$ cat config.mk
export PLATFORM = sky130hd
export DESIGN_NAME = pipeline_sequencer
export DESIGN_NICKNAME = d
export VERILOG_FILES = /design/src/rtl/pipeline_sequencer.sv
export SDC_FILE = /design/constraint.sdc
export NUM_CORES = 1
export LEC_CHECK = 0
export BUFFER_PORTS_ARGS = -buffer_cell sky130_fd_sc_hd__buf_2
export CAP_MARGIN = 20
export CORE_UTILIZATION = 49
export CTS_CLUSTER_SIZE = 24
export DETAILED_ROUTE_END_ITERATION = 8
export PLACE_DENSITY = 0.78
export SKIP_LAST_GASP = 1
export SLEW_MARGIN = 30
export SYNTH_ARGS = -nofsm -noshare
export SYNTH_HDL_FRONTEND = slang
export SYNTH_SLANG_ARGS = --single-unit
$ cat constraint.sdc
create_clock -name clk -period 2.5 [get_ports clk]
set_input_delay 0.125 -clock clk [delete_from_list [all_inputs] [get_ports clk]]
set_output_delay 0.125 -clock clk [all_outputs]
set_load 0.02 [all_outputs]
$ cat src/rtl/pipeline_sequencer.sv
// rtl/pipeline_sequencer.sv - pipeline control sequencer (IDLE/RUN/DRAIN/HALTED)
//
// Purpose: sequences a 5-stage pipeline. It starts execution and resolves
// branch, load-use, jump/return and halt events in RUN. After a halt it
// drains EX/MEM/WB for DRAIN_CYCLES cycles (legal range 1-15) and then parks
// in HALTED until reset.
//
// Ports:
//   clk, rst         clock; synchronous active-high reset
//   start            leave IDLE
//   halt/jmp/ret     ID-stage decode events
//   branchTaken      EX-stage branch resolution
//   ID_EXE_MemRd/_rd load in EX and its destination register
//   IF_ID_rs/_rt     ID source registers; usesRt qualifies rt
//   PCWr, IF_ID_Wr   PC and IF/ID load enables
//   flush, bubble    IF/ID clear and ID/EX control zeroing
//   pcSel            00 PC+1, 01 branch, 10 jump, 11 stack top
//   running, halted  status (RUN/DRAIN, HALTED)
//   stallCnt         saturating count of load-use stall cycles
module pipeline_sequencer #(
   parameter int unsigned DRAIN_CYCLES = 3
) (
   input  logic       clk,
   input  logic       rst,
   input  logic       start,
   input  logic       halt,
   input  logic       jmp,
   input  logic       ret,
   input  logic       branchTaken,
   input  logic       ID_EXE_MemRd,
   input  logic [2:0] ID_EXE_rd,
   input  logic [2:0] IF_ID_rs,
   input  logic [2:0] IF_ID_rt,
   input  logic       usesRt,
   output logic       PCWr,
   output logic       IF_ID_Wr,
   output logic       flush,
   output logic       bubble,
   output logic [1:0] pcSel,
   output logic       running,
   output logic       halted,
   output logic [7:0] stallCnt
);

   typedef enum logic [1:0] {
      S_IDLE   = 2'd0,
      S_RUN    = 2'd1,
      S_DRAIN  = 2'd2,
      S_HALTED = 2'd3
   } state_t;

   localparam logic [3:0] DRAIN_LOAD = 4'(DRAIN_CYCLES);

   state_t     state_q, state_d;
   logic [3:0] drain_q, drain_d;
   logic [7:0] stall_q, stall_d;
   logic       load_use;

   // Register 0 is deliberately not exempt: a load to r0 still stalls.
   assign load_use = ID_EXE_MemRd &&
                     ((ID_EXE_rd == IF_ID_rs) || (usesRt && (ID_EXE_rd == IF_ID_rt)));

   // State register
   always_ff @(posedge clk) begin
      if (rst) begin
         state_q <= S_IDLE;
         drain_q <= 4'd0;
         stall_q <= 8'd0;
      end else begin
         state_q <= state_d;
         drain_q <= drain_d;
         stall_q <= stall_d;
      end
   end

   // Next-state logic
   always_comb begin
      state_d = state_q;
      drain_d = drain_q;
      stall_d = stall_q;
      case (state_q)
         S_IDLE: begin
            if (start) state_d = S_RUN;
         end
         S_RUN: begin
            // A taken branch squashes everything decoded behind it.
            if (branchTaken) begin
               state_d = S_RUN;
            end else if (load_use) begin
               if (stall_q != 8'hFF) stall_d = stall_q + 8'd1;
            end else if (jmp || ret) begin
               state_d = S_RUN;
            end else if (halt) begin
               state_d = S_DRAIN;
               drain_d = DRAIN_LOAD;
            end
         end
         S_DRAIN: begin
            drain_d = drain_q - 4'd1;
            if (drain_q == 4'd1) state_d = S_HALTED;
         end
         S_HALTED: begin
            state_d = S_HALTED;
         end
         default: begin
            state_d = S_IDLE;
         end
      endcase
   end

   // Output logic (Mealy in RUN, pure state decode elsewhere)
   always_comb begin
      PCWr     = 1'b0;
      IF_ID_Wr = 1'b0;
      flush    = 1'b1;
      bubble   = 1'b1;
      pcSel    = 2'b00;
      running  = 1'b0;
      halted   = 1'b0;
      case (state_q)
         S_RUN: begin
            running = 1'b1;
            if (branchTaken) begin
               pcSel    = 2'b01;
               PCWr     = 1'b1;
               IF_ID_Wr = 1'b1;
            end else if (load_use) begin
               flush = 1'b0;
            end else if (jmp || ret) begin
               // ret wins the encoding when both are decoded together.
               pcSel    = ret ? 2'b11 : 2'b10;
               PCWr     = 1'b1;
               IF_ID_Wr = 1'b1;
               bubble   = 1'b0;
            end else if (!halt) begin
               PCWr     = 1'b1;
               IF_ID_Wr = 1'b1;
               flush    = 1'b0;
               bubble   = 1'b0;
            end
         end
         S_DRAIN: begin
            running = 1'b1;
         end
         S_HALTED: begin
            halted = 1'b1;
         end
         default: begin
            running = 1'b0;
         end
      endcase
   end

   assign stallCnt = stall_q;

endmodule
======== Yosys cells after proc, flatten, opt, wreduce, memory -nomap -nowiden ========
Index checks and enable logic that the tools add are counted.
storage, ports and cells
  register bits ........................... 14
  input bits .............................. 18
  output and inout bits ................... 16
  logic and storage cells ................. 64
operators by class
  add/subtract/negate cells ............... 2
  eq/ne operators ......................... 15
  muxes and demuxes ....................... 33
  bitwise logic cells ..................... 1
  reduce and logical (&&, ||, !) cells .... 10
operator list
  operator                                                                number
  2-bit 2-to-1 mux                                                        10
  1-bit 2-to-1 mux                                                        17
  4-bit 2-to-1 mux                                                        4
  2-bit inequality test (second input constant)                           6
  8-bit by 1-bit adder with 8-bit output (second input constant)          1
  8-bit inequality test (second input constant)                           1
  2-bit case mux with 4 select lines                                      1
  4-bit case mux with 2 select lines                                      1
  4-bit AND reduction                                                     2
  3-bit equality test                                                     2
  5-bit AND reduction                                                     1
  2-bit equality test (second input constant)                             2
  4-bit by 1-bit equality test with 1-bit output (second input constant)  1
  4-bit inequality test (second input constant)                           1
  4-bit by 1-bit subtractor with 4-bit output (second input constant)     1
  3-bit inequality test (second input constant)                           1
  2-bit by 1-bit equality test with 1-bit output (second input constant)  1
  1-bit logical AND                                                       2
  2-bit zero test                                                         1
  1-bit logical OR                                                        2
  2-bit nonzero test                                                      1
  2-bit OR reduction                                                      1
  1-bit NOT                                                               1

======== Longest topological paths before layout ========
Gate-level depths: netlist of run 1.
  word-level depth ........................ 7
  depth in mapped cells ................... 7
  mapped depth without buffers ............ 6

======== Least setup slack after synthesis of run 1 ========
Ideal clock, no wire load.
  kind .................................... input -> register
  start ................................... input ID_EXE_rd[0]
  end ..................................... register state_q[1]
  library setup time ...................... 0.117 ns
  arrival ................................. 1.731 ns
  slack ................................... 0.652 ns
  stages .................................. 6
  path through ............................ xnor2_1 -> and4_1 -> buf_2 -> o31ai_1 -> nand2_1 -> a32o_1
between the ends
  cells in the longest elaborated chain, start to end .. 6
ends and longest elaborated chain
  element                                     line  RTL
  from (decl)                                 31    input logic [2:0] ID_EXE_rd,
  3-bit equality test                         61    ((ID_EXE_rd == IF_ID_rs) || (usesRt && (ID_EXE_rd == IF_ID_rt)));
  1-bit logical AND                           61
  1-bit logical OR (*)                        61
  1-bit logical AND (*)                       60    assign load_use = ID_EXE_MemRd &&
  3-bit inequality test (no source line) (*)  -
  4-bit AND reduction (no source line) (*)    -
  to (signal assigned)                        70    state_q <= state_d;
  to (decl)                                   54    state_t state_q, state_d;
Mark *: on every way between the ends. The rest lies on a longest branch, timed or not.
A chain may end at the register's enable or synchronous reset.

======== Worst setup path after layout of run 1 ========
  start ................................... register state_q[1]
  end ..................................... register stall_q[6] (netlist: stallCnt[6])
between the ends
  cells in the longest elaborated chain, start to end .. 2
ends and longest elaborated chain
  element                                         line  RTL
  2-bit by 1-bit equality test with 1-bit output  81    case (state_q)
  4-bit AND reduction (no source line)            -
  to (signal assigned)                            72    stall_q <= stall_d;
  to (decl)                                       56    logic [7:0] stall_q, stall_d;
Every way passes these cells.

==> results.md, run 1 <==
* Status: finished clean
* Worst skew pair latency at about 280 ps
* First-pass GRT wire length at approximately 3600 um
* Clock Tree Buf Depth at 2
* # DRC at 0
* Vias at 1061
* Sink Count at 14
* Final period util at 0.811
* Initial Util at 0.517
* Die area at about 2200 um^2
* Rows at 16
* Global route overflow at 0
* Syn Area/Cell at 8.30 um^2
* Slew headroom at 0.575
* All-Layer GR Usage at 0.220
* RePlAce Congestion at 0.914
* N_diodes at 0
* Setup WS post-layout at roughly 470 ps
* TritonRoute pass-1 iters at 4
* Final setup vio count at 0
* CTS root buffer: clkbuf_4
* Worst min path class: primary input to flop
* Synth unique cells at 43
* Die Y at 47.3 um
* Leakage power total at 0.534 nW
* Crit path kind: flop to flop
* Clock skew at 7.03 ps
* Filler Cells Inserted at 171
* F_max at 493 MHz
* Maxcap violations at 0
* Vias per cell at 5.86
* WL/cell at approximately 13 um
* Worst setup SP type: flop
* Logic pwr share at 0.237
* Clk network pwr share at 0.319
* CP max stage delay at 520 ps
* Num CTS Buffers at 3
* Crit path required time at 2710 ps
* Worst-path cell chain: inv_1 -> ha_1 -> nor2b_1 -> o21ai_2 -> or4_1 -> a21oi_1
* RSZ-0062 raised after global routing: no
* Max-slew violations at 0
* Post-route ant nets at 0
* Largest net degree at the start of global routing at 18
* H-tree depth at 1
* Initial antenna violation count at 0
* Critical Path AT at approximately 2200 ps
* Critical Path Fanout Max at 8
* Gate Count Post-Synth at 121
* Sw power at approximately 0.16 mW
* Clock-pin slew on the worst setup and hold paths at 90 ps
* DP HPWL at 1860 um
* Int Power at 0.363 mW
* Total power at 0.521 mW
* Post-Route WL at about 2400 um
* Post-cts resize count at 0
* Slowest CP cell: or4_1
* Die Wd at 47.3 um
* Synthesized area at 1000 um^2
* Core area at 1940 um^2
* Crit path time final at 2030 ps
* Worst Max-Slew Pin Slew at 630 ps
* Hold Vio Cnt, Final at 0
* CTS tree: yes
* Synthesis-to-finish area growth at 21.4%
* Vias in the first global route at 889
* Flop pwr share at 0.444
* Power Density at 427 nW/um^2
* Worst setup EP type: flop
* Final nets at 180
* Syn_nets at between 100 and 150
* I/O Buffers at 33
* Synth warn at 0
* Number of I/O pins at 34
* Synth Flop Type: dfxtp_1
* Layout cells sized above 1 at 0.260
* Worst IR Drop VDD at 296 uV
* Ys async rst share at 0
* Sequential share of the synthesized area at 0.279
* 1st-iter DRT viols at 34
* Switching part of the total at 0.302
* Pre-CTS setup slack at ~550 ps
* Post-CTS setup buffers at 0
* Final setup TNS at 0 ps
* Post-synth EDFFs at 0
* Yosys reg bits at 14
* Hold-fix buffers, CTS at 0
* Layout Utilization at 0.628
## cells by family (layout without fill, tap and decap cells)
| kind of cell | after synthesis | count (layout) | share of synthesized area |
|---|---|---|---|
| mux | 3 | 3 | 0.0311 |
| buf+inv | 11 | 44 | 0.0461 |
| fa+ha+maj | 7 | 7 | 0.0872 |
| flops | 14 | 14 | 0.279 |
| xor+xnor | 7 | 7 | 0.0610 |
| simple gates | 48 | 48 | 0.269 |
| compound gates | 31 | 31 | 0.227 |
## synthesized netlist by cell type (all sizes together) (2+ instances only)
master | count | area share
dfxtp | 14 | 0.28
nor2 | 9 | 0.034
a21oi | 8 | 0.040
nand2 | 8 | 0.030
ha | 7 | 0.087
inv | 7 | 0.026
nor3 | 5 | 0.025
nand2b | 4 | 0.025
nor2b | 4 | 0.025
o41ai | 4 | 0.035
xor2 | 4 | 0.035
and3 | 3 | 0.019
buf | 3 | 0.016
nand3 | 3 | 0.015
nor4 | 3 | 0.034
o21ai | 3 | 0.019
or3 | 3 | 0.019
xnor2 | 3 | 0.026
a311oi | 2 | 0.017
and4 | 2 | 0.017
mux2i | 2 | 0.020
o31ai | 2 | 0.015
or4 | 2 | 0.015
## worst paths after layout
kind / from / to / slack [ps] / depth (start not counted)
worst min-delay path: rst / stallCnt[1]$_SDFFE_PP0P_ / 200 / 2
worst max register to register: state_q[1]$_SDFFE_PP0P_ / stallCnt[6]$_SDFFE_PP0P_ / 470 / 6
worst min register to register: drain_q[3]$_SDFFE_PP0P_ / drain_q[3]$_SDFFE_PP0P_ / 490 / 1
worst max-delay path: state_q[1]$_SDFFE_PP0P_ / stallCnt[6]$_SDFFE_PP0P_ / 470 / 6
## power by group through the flow
| stage | clock (mW) | sequential [mW] | combinational (mW) |
|---|---|---|---|
| global route | 0.178 | 0.232 | 0.136 |
| global placement | 0 | 0.236 | 0.119 |
| detailed placement | 0 | 0.236 | 0.121 |
| floorplan | 0 | 0.236 | 0.0854 |
| CTS | 0.171 | 0.231 | 0.122 |
| finish | 0.166 | 0.231 | 0.123 |
## flip-flops by register name, summed over array words and instances (netlist names)
register / flops
drain_q: 4
stallCnt: 8
state_q: 2
## area by class of cell
cell class | count | area, um^2 | share of cell area
clock buffer | 4 | 36.3 | 0.0297
inverter | 7 | 26.3 | 0.0215
multi-input combinational | 96 | 678 | 0.556
sequential | 14 | 280 | 0.230
tap | 27 | 33.8 | 0.0277
timing repair buffer | 33 | 165 | 0.135
## cells in the final DEF, fill, tap and decap left out, types with 3 or more instances in the layout
cell / instances
nor2b_1: 4
a21oi_1: 8
nand2b_1: 4
o41ai_1: 4
dfxtp_1: 14
xor2_1: 4
inv_1: 7
nor3_1: 5
clkbuf_4: 3
nand3_1: 3
nand2_1: 8
or3_1: 3
nor2_1: 9
ha_1: 7
xnor2_1: 3
and3_1: 3
buf_2: 33
## worst max-delay path: cells and delay by family, from the launching register on
kind | cells | cell delay, ps
compound gates | 2 | 320
flops | 1 | 350
buf+inv | 1 | 90
fa+ha+maj | 1 | 270
simple gates | 2 | 910
## stage by stage
step	instances	area (um^2)	hold WS, ps
after floorplan	121	1000	413
after global placement	177	1180	458
after detailed placement	177	1180	472
after CTS	181	1220	207
after global routing	181	1220	220
final	181	1220	205
## metal layers
metal  wire (um)  vias to the layer above  track usage
li1            -                      525            -
met1        1050                      497        0.257
met2        1240                       35        0.408
met3         107                        4       0.0231
met4          23                        0       0.0800
met5           0                        -            0
Power figures use the tool's default switching activity.
==> run 2: changes to the inputs <==
--- a/config.mk
+++ b/config.mk
@@ -5,9 +5,10 @@
 export SDC_FILE = /design/constraint.sdc
 export NUM_CORES = 1
 export LEC_CHECK = 0
+export ABC_AREA = 1
 export BUFFER_PORTS_ARGS = -buffer_cell sky130_fd_sc_hd__buf_2
 export CAP_MARGIN = 20
-export CORE_UTILIZATION = 49
+export CORE_UTILIZATION = 50
 export CTS_CLUSTER_SIZE = 24
 export DETAILED_ROUTE_END_ITERATION = 8
 export PLACE_DENSITY = 0.78
==> constraint.sdc (replaced) <==
create_clock -name clk -period 1.9 [get_ports clk]
set_input_delay 0.095 -clock clk [delete_from_list [all_inputs] [get_ports clk]]
set_output_delay 0.095 -clock clk [all_outputs]
set_load 0.02 [all_outputs]
==> run 2 against run 1 <==
- setup slack lost 300 ps
- clock power is 31% higher
- first-iteration DRC count is 44% lower
- sequential power up 62%
- register-to-register slack got worse by 250 ps
- synthesized cell count is 44% higher
- highest routed layer unchanged
- clock skew hardly changed
- total power increased by 140%
- wire length grew 0.45%
- worst hold slack worse by 81 ps
- core utilization grew 3.7 points
==> results.md, run 2 <==
* Status: finished clean
* First-pass GRT wire length at 4270 um (+19%)
* Syn Area/Cell at 6.40 um^2 (-23%)
* Clock Tree Buf Depth at 2 (unchanged)
* Clock skew at 7.43 ps (+0.403 ps)
* Total power at 1.27 mW (+140%)
* Yosys reg bits at 14 (unchanged)
* Ys async rst share at 0 (unchanged)
* Final period util at 0.908
* Core area at 2020 um^2 (+4.1%)
* Synthesized area at 1110 um^2 (+11%)
* RePlAce Congestion at 0.808 (-12%)
* Gate Count Post-Synth at 174 (+44%)
* Final hold slack at 124 ps (-80.6 ps)
* Commonest non-fill, non-tap cells in the layout: 55 x nand2_1, 33 x buf_2, 29 x inv_1
* Rows at 16 (unchanged)
* Vias at 1155 (+8.9%)
* Power Density at 944 nW/um^2 (+120%)
* Initial Util at 0.551 (+0.0333)
* Leakage power total at 0.725 nW (+36%)
* Flop pwr share at 0.295 (-0.149)
* Worst IR Drop VDD at 548 uV (+85%)
* # DRC at 0 (unchanged)
* Switching part of the total at 0.442 (+0.139)
* Critical Path Fanout Max at 6 (-2)
* Reg2reg setup slack at 220 ps (-250 ps)
* 1st-iter DRT viols at 19 (-44%)
* Post-synth EDFFs at 0 (unchanged)
* Hold path endpoint: stallCnt[2]$_SDFFE_PP0P_
* Worst min path class: primary input to flop
* Synth top area share at 0.252 (-0.0273)
* Largest net degree at the start of global routing at 10 (-8)
* Syn_nets at 199 (+36%)
* WHS Path Cells at 2 (unchanged)
* CTS root buffer: clkbuf_4
* RSZ-0062 raised after global routing: no
* Final nets at 236 (+31%)
* Synthesis-to-finish area growth at 20.8%
* Hold-fix buffers, CTS at 0 (unchanged)
* Die Wd at 49.2 um (+4.0%)
* Sink Count at 14 (unchanged)
* Critical Path AT at 1630 ps (-610 ps)
* Layout cells sized above 1 at 0.262 (+0.00216)
* Hold path startpoint: rst
* Top cells by area, synth: dfxtp_1 25%, nand2_1 19%, inv_1 9.8%
* Crit path time final at about 1700 ps
* Crit path kind: flop to output port
* Post-Route WL at 2440 um (+0.45%)
* Vias per cell at 4.87 (-17%)
* Initial antenna violation count at 0 (unchanged)
* Worst setup SP type: flop
* Post-cts resize count at 0 (unchanged)
* TritonRoute pass-1 iters at 4 (unchanged)
* Sequential share of the synthesized area at 0.252 (-0.0273)
* Die Y at 49.2 um (+4.0%)
* CTS tree: yes
* I/O Buffers at 33 (unchanged)
* Worst skew pair latency at 280 ps (about the same)
* Final setup vio count at 0 (unchanged)
* Synth Flop Type: dfxtp_1
* Int Power at 0.709 mW (+95%)
* Global route overflow at 0 (unchanged)
* Num CTS Buffers at 3 (unchanged)
* DP HPWL at 1940 um (+4.2%)
* Final instance area at 1350 um^2 (+10%)
* Worst Max-Slew Pin Slew at 259 ps (-371 ps)
* Clock-pin slew on the worst setup and hold paths at 90 ps (about the same)
* Slew headroom at 0.827 (+0.252)
* Worst setup EP type: output port
* Placement-stage cell area at 1300 um^2 (+9.9%)
* Max-slew violations at 0 (unchanged)
* Leading area contributor after synthesis: dfxtp_1
* Synth warn at 0 (unchanged)
* Most common cell after layout, fill and taps aside: nand2_1
* H-tree depth at 1 (unchanged)
* Max reg flops at 8 (unchanged)
* Post-route ant nets at 0 (unchanged)
* Reg-to-reg critical path endpoint: stallCnt[0]$_SDFFE_PP0P_
* Synth unique cells at 25 (-42%)
* Final setup TNS at 0 ps (unchanged)
* RR Startpoint: state_q[1]$_SDFFE_PP0P_
* N_diodes at 0 (unchanged)
* Synth cell count leaders: 55 x nand2_1, 29 x inv_1, 18 x nor2_1
* Vias in the first global route at 1067 (+20%)
* Die area at 2420 um^2 (+8.2%)
* Crit path required time at 1800 ps (-910 ps)
* R2R depth at 9 (+3)
* Most frequent cell after synthesis: nand2_1
* All-Layer GR Usage at 0.219 (-0.00144)
* F_max at 580 MHz
* Hold Vio Cnt, Final at 0 (unchanged)
* Maxcap violations at 0 (unchanged)
* Post-CTS setup buffers at 0 (unchanged)
* Sw power at 0.561 mW (+260%)
* Number of I/O pins at 34 (unchanged)
* Clk network pwr share at 0.172 (-0.147)
* WL/cell at 10.3 um (-23%)
* Logic pwr share at 0.533 (+0.296)
[run 2: area by class of cell]
cell class | count | area (um^2)
tap | 27 | 33.8
clock buffer | 4 | 36.3
inverter | 31 | 119
timing repair buffer | 34 | 173
sequential | 14 | 280
multi-input combinational | 127 | 703
fill | 193 | 677
[run 2: worst max-delay path: stages (launching register included)]
cell and delay [ps]:
dfxtp_1 340, inv_1 100, ha_1 200, inv_1 110, nor2_4 190, nand3_2 140
nand2_1 80, inv_1 40, buf_2 150
[run 2: worst max-delay path by stage]
stage | startpoint | depth (start not counted) | endpoint | slack [ps]
2_1_floorplan | stallCnt[0]$_SDFFE_PP0P_ | 10 | stallCnt[2]$_SDFFE_PP0P_ | 360
3_3_place_gp | state_q[1]$_SDFFE_PP0P_ | 11 | state_q[1]$_SDFFE_PP0P_ | 340
3_5_place_dp | state_q[1]$_SDFFE_PP0P_ | 11 | state_q[1]$_SDFFE_PP0P_ | 310
4_1_cts | state_q[1]$_SDFFE_PP0P_ | 8 | flush | 160
5_1_grt | state_q[1]$_SDFFE_PP0P_ | 8 | flush | 20
6_report | state_q[1]$_SDFFE_PP0P_ | 8 | flush | 180
[run 2: per-layer routing]
metal | share of wire | vias up | wire (um) | GRT usage
met3 | 0.045 | 4 | 109 | 0.0312
met1 | 0.46 | 510 | 1120 | 0.274
li1 | - | 608 | - | -
met5 | 0 | - | 0 | 0
met2 | 0.48 | 33 | 1180 | 0.381
met4 | 0.010 | 0 | 25 | 0.0686
[run 2: logic make-up (layout without fill, tap and decap cells)]
group,count (synthesis),count (layout),share of synthesized area
buffers and inverters,33,69,0.117
flip-flops,14,14,0.252
AO/OA/AOI/OAI,16,16,0.0921
AND/OR/NAND/NOR,96,96,0.398
XOR/XNOR,8,8,0.0629
adder cells (fa/ha/maj),7,7,0.0786
[run 2: metrics by stage]
step                utilization  cells  worst slack, ps
floorplan                     -    174              356
global placement          0.644    232              338
detailed placement        0.644    232              306
CTS                       0.662    236              159
global route              0.665    237             18.7
finish                    0.665    237              175
[run 2: power groups by stage]
stage	Combinational [mW]	Sequential, mW	Clock, mW
after floorplan	0.526	0.376	0
after global placement	0.638	0.378	0
after detailed placement	0.663	0.381	0
after CTS	0.669	0.374	0.219
after global routing	0.767	0.382	0.237
final	0.677	0.375	0.218
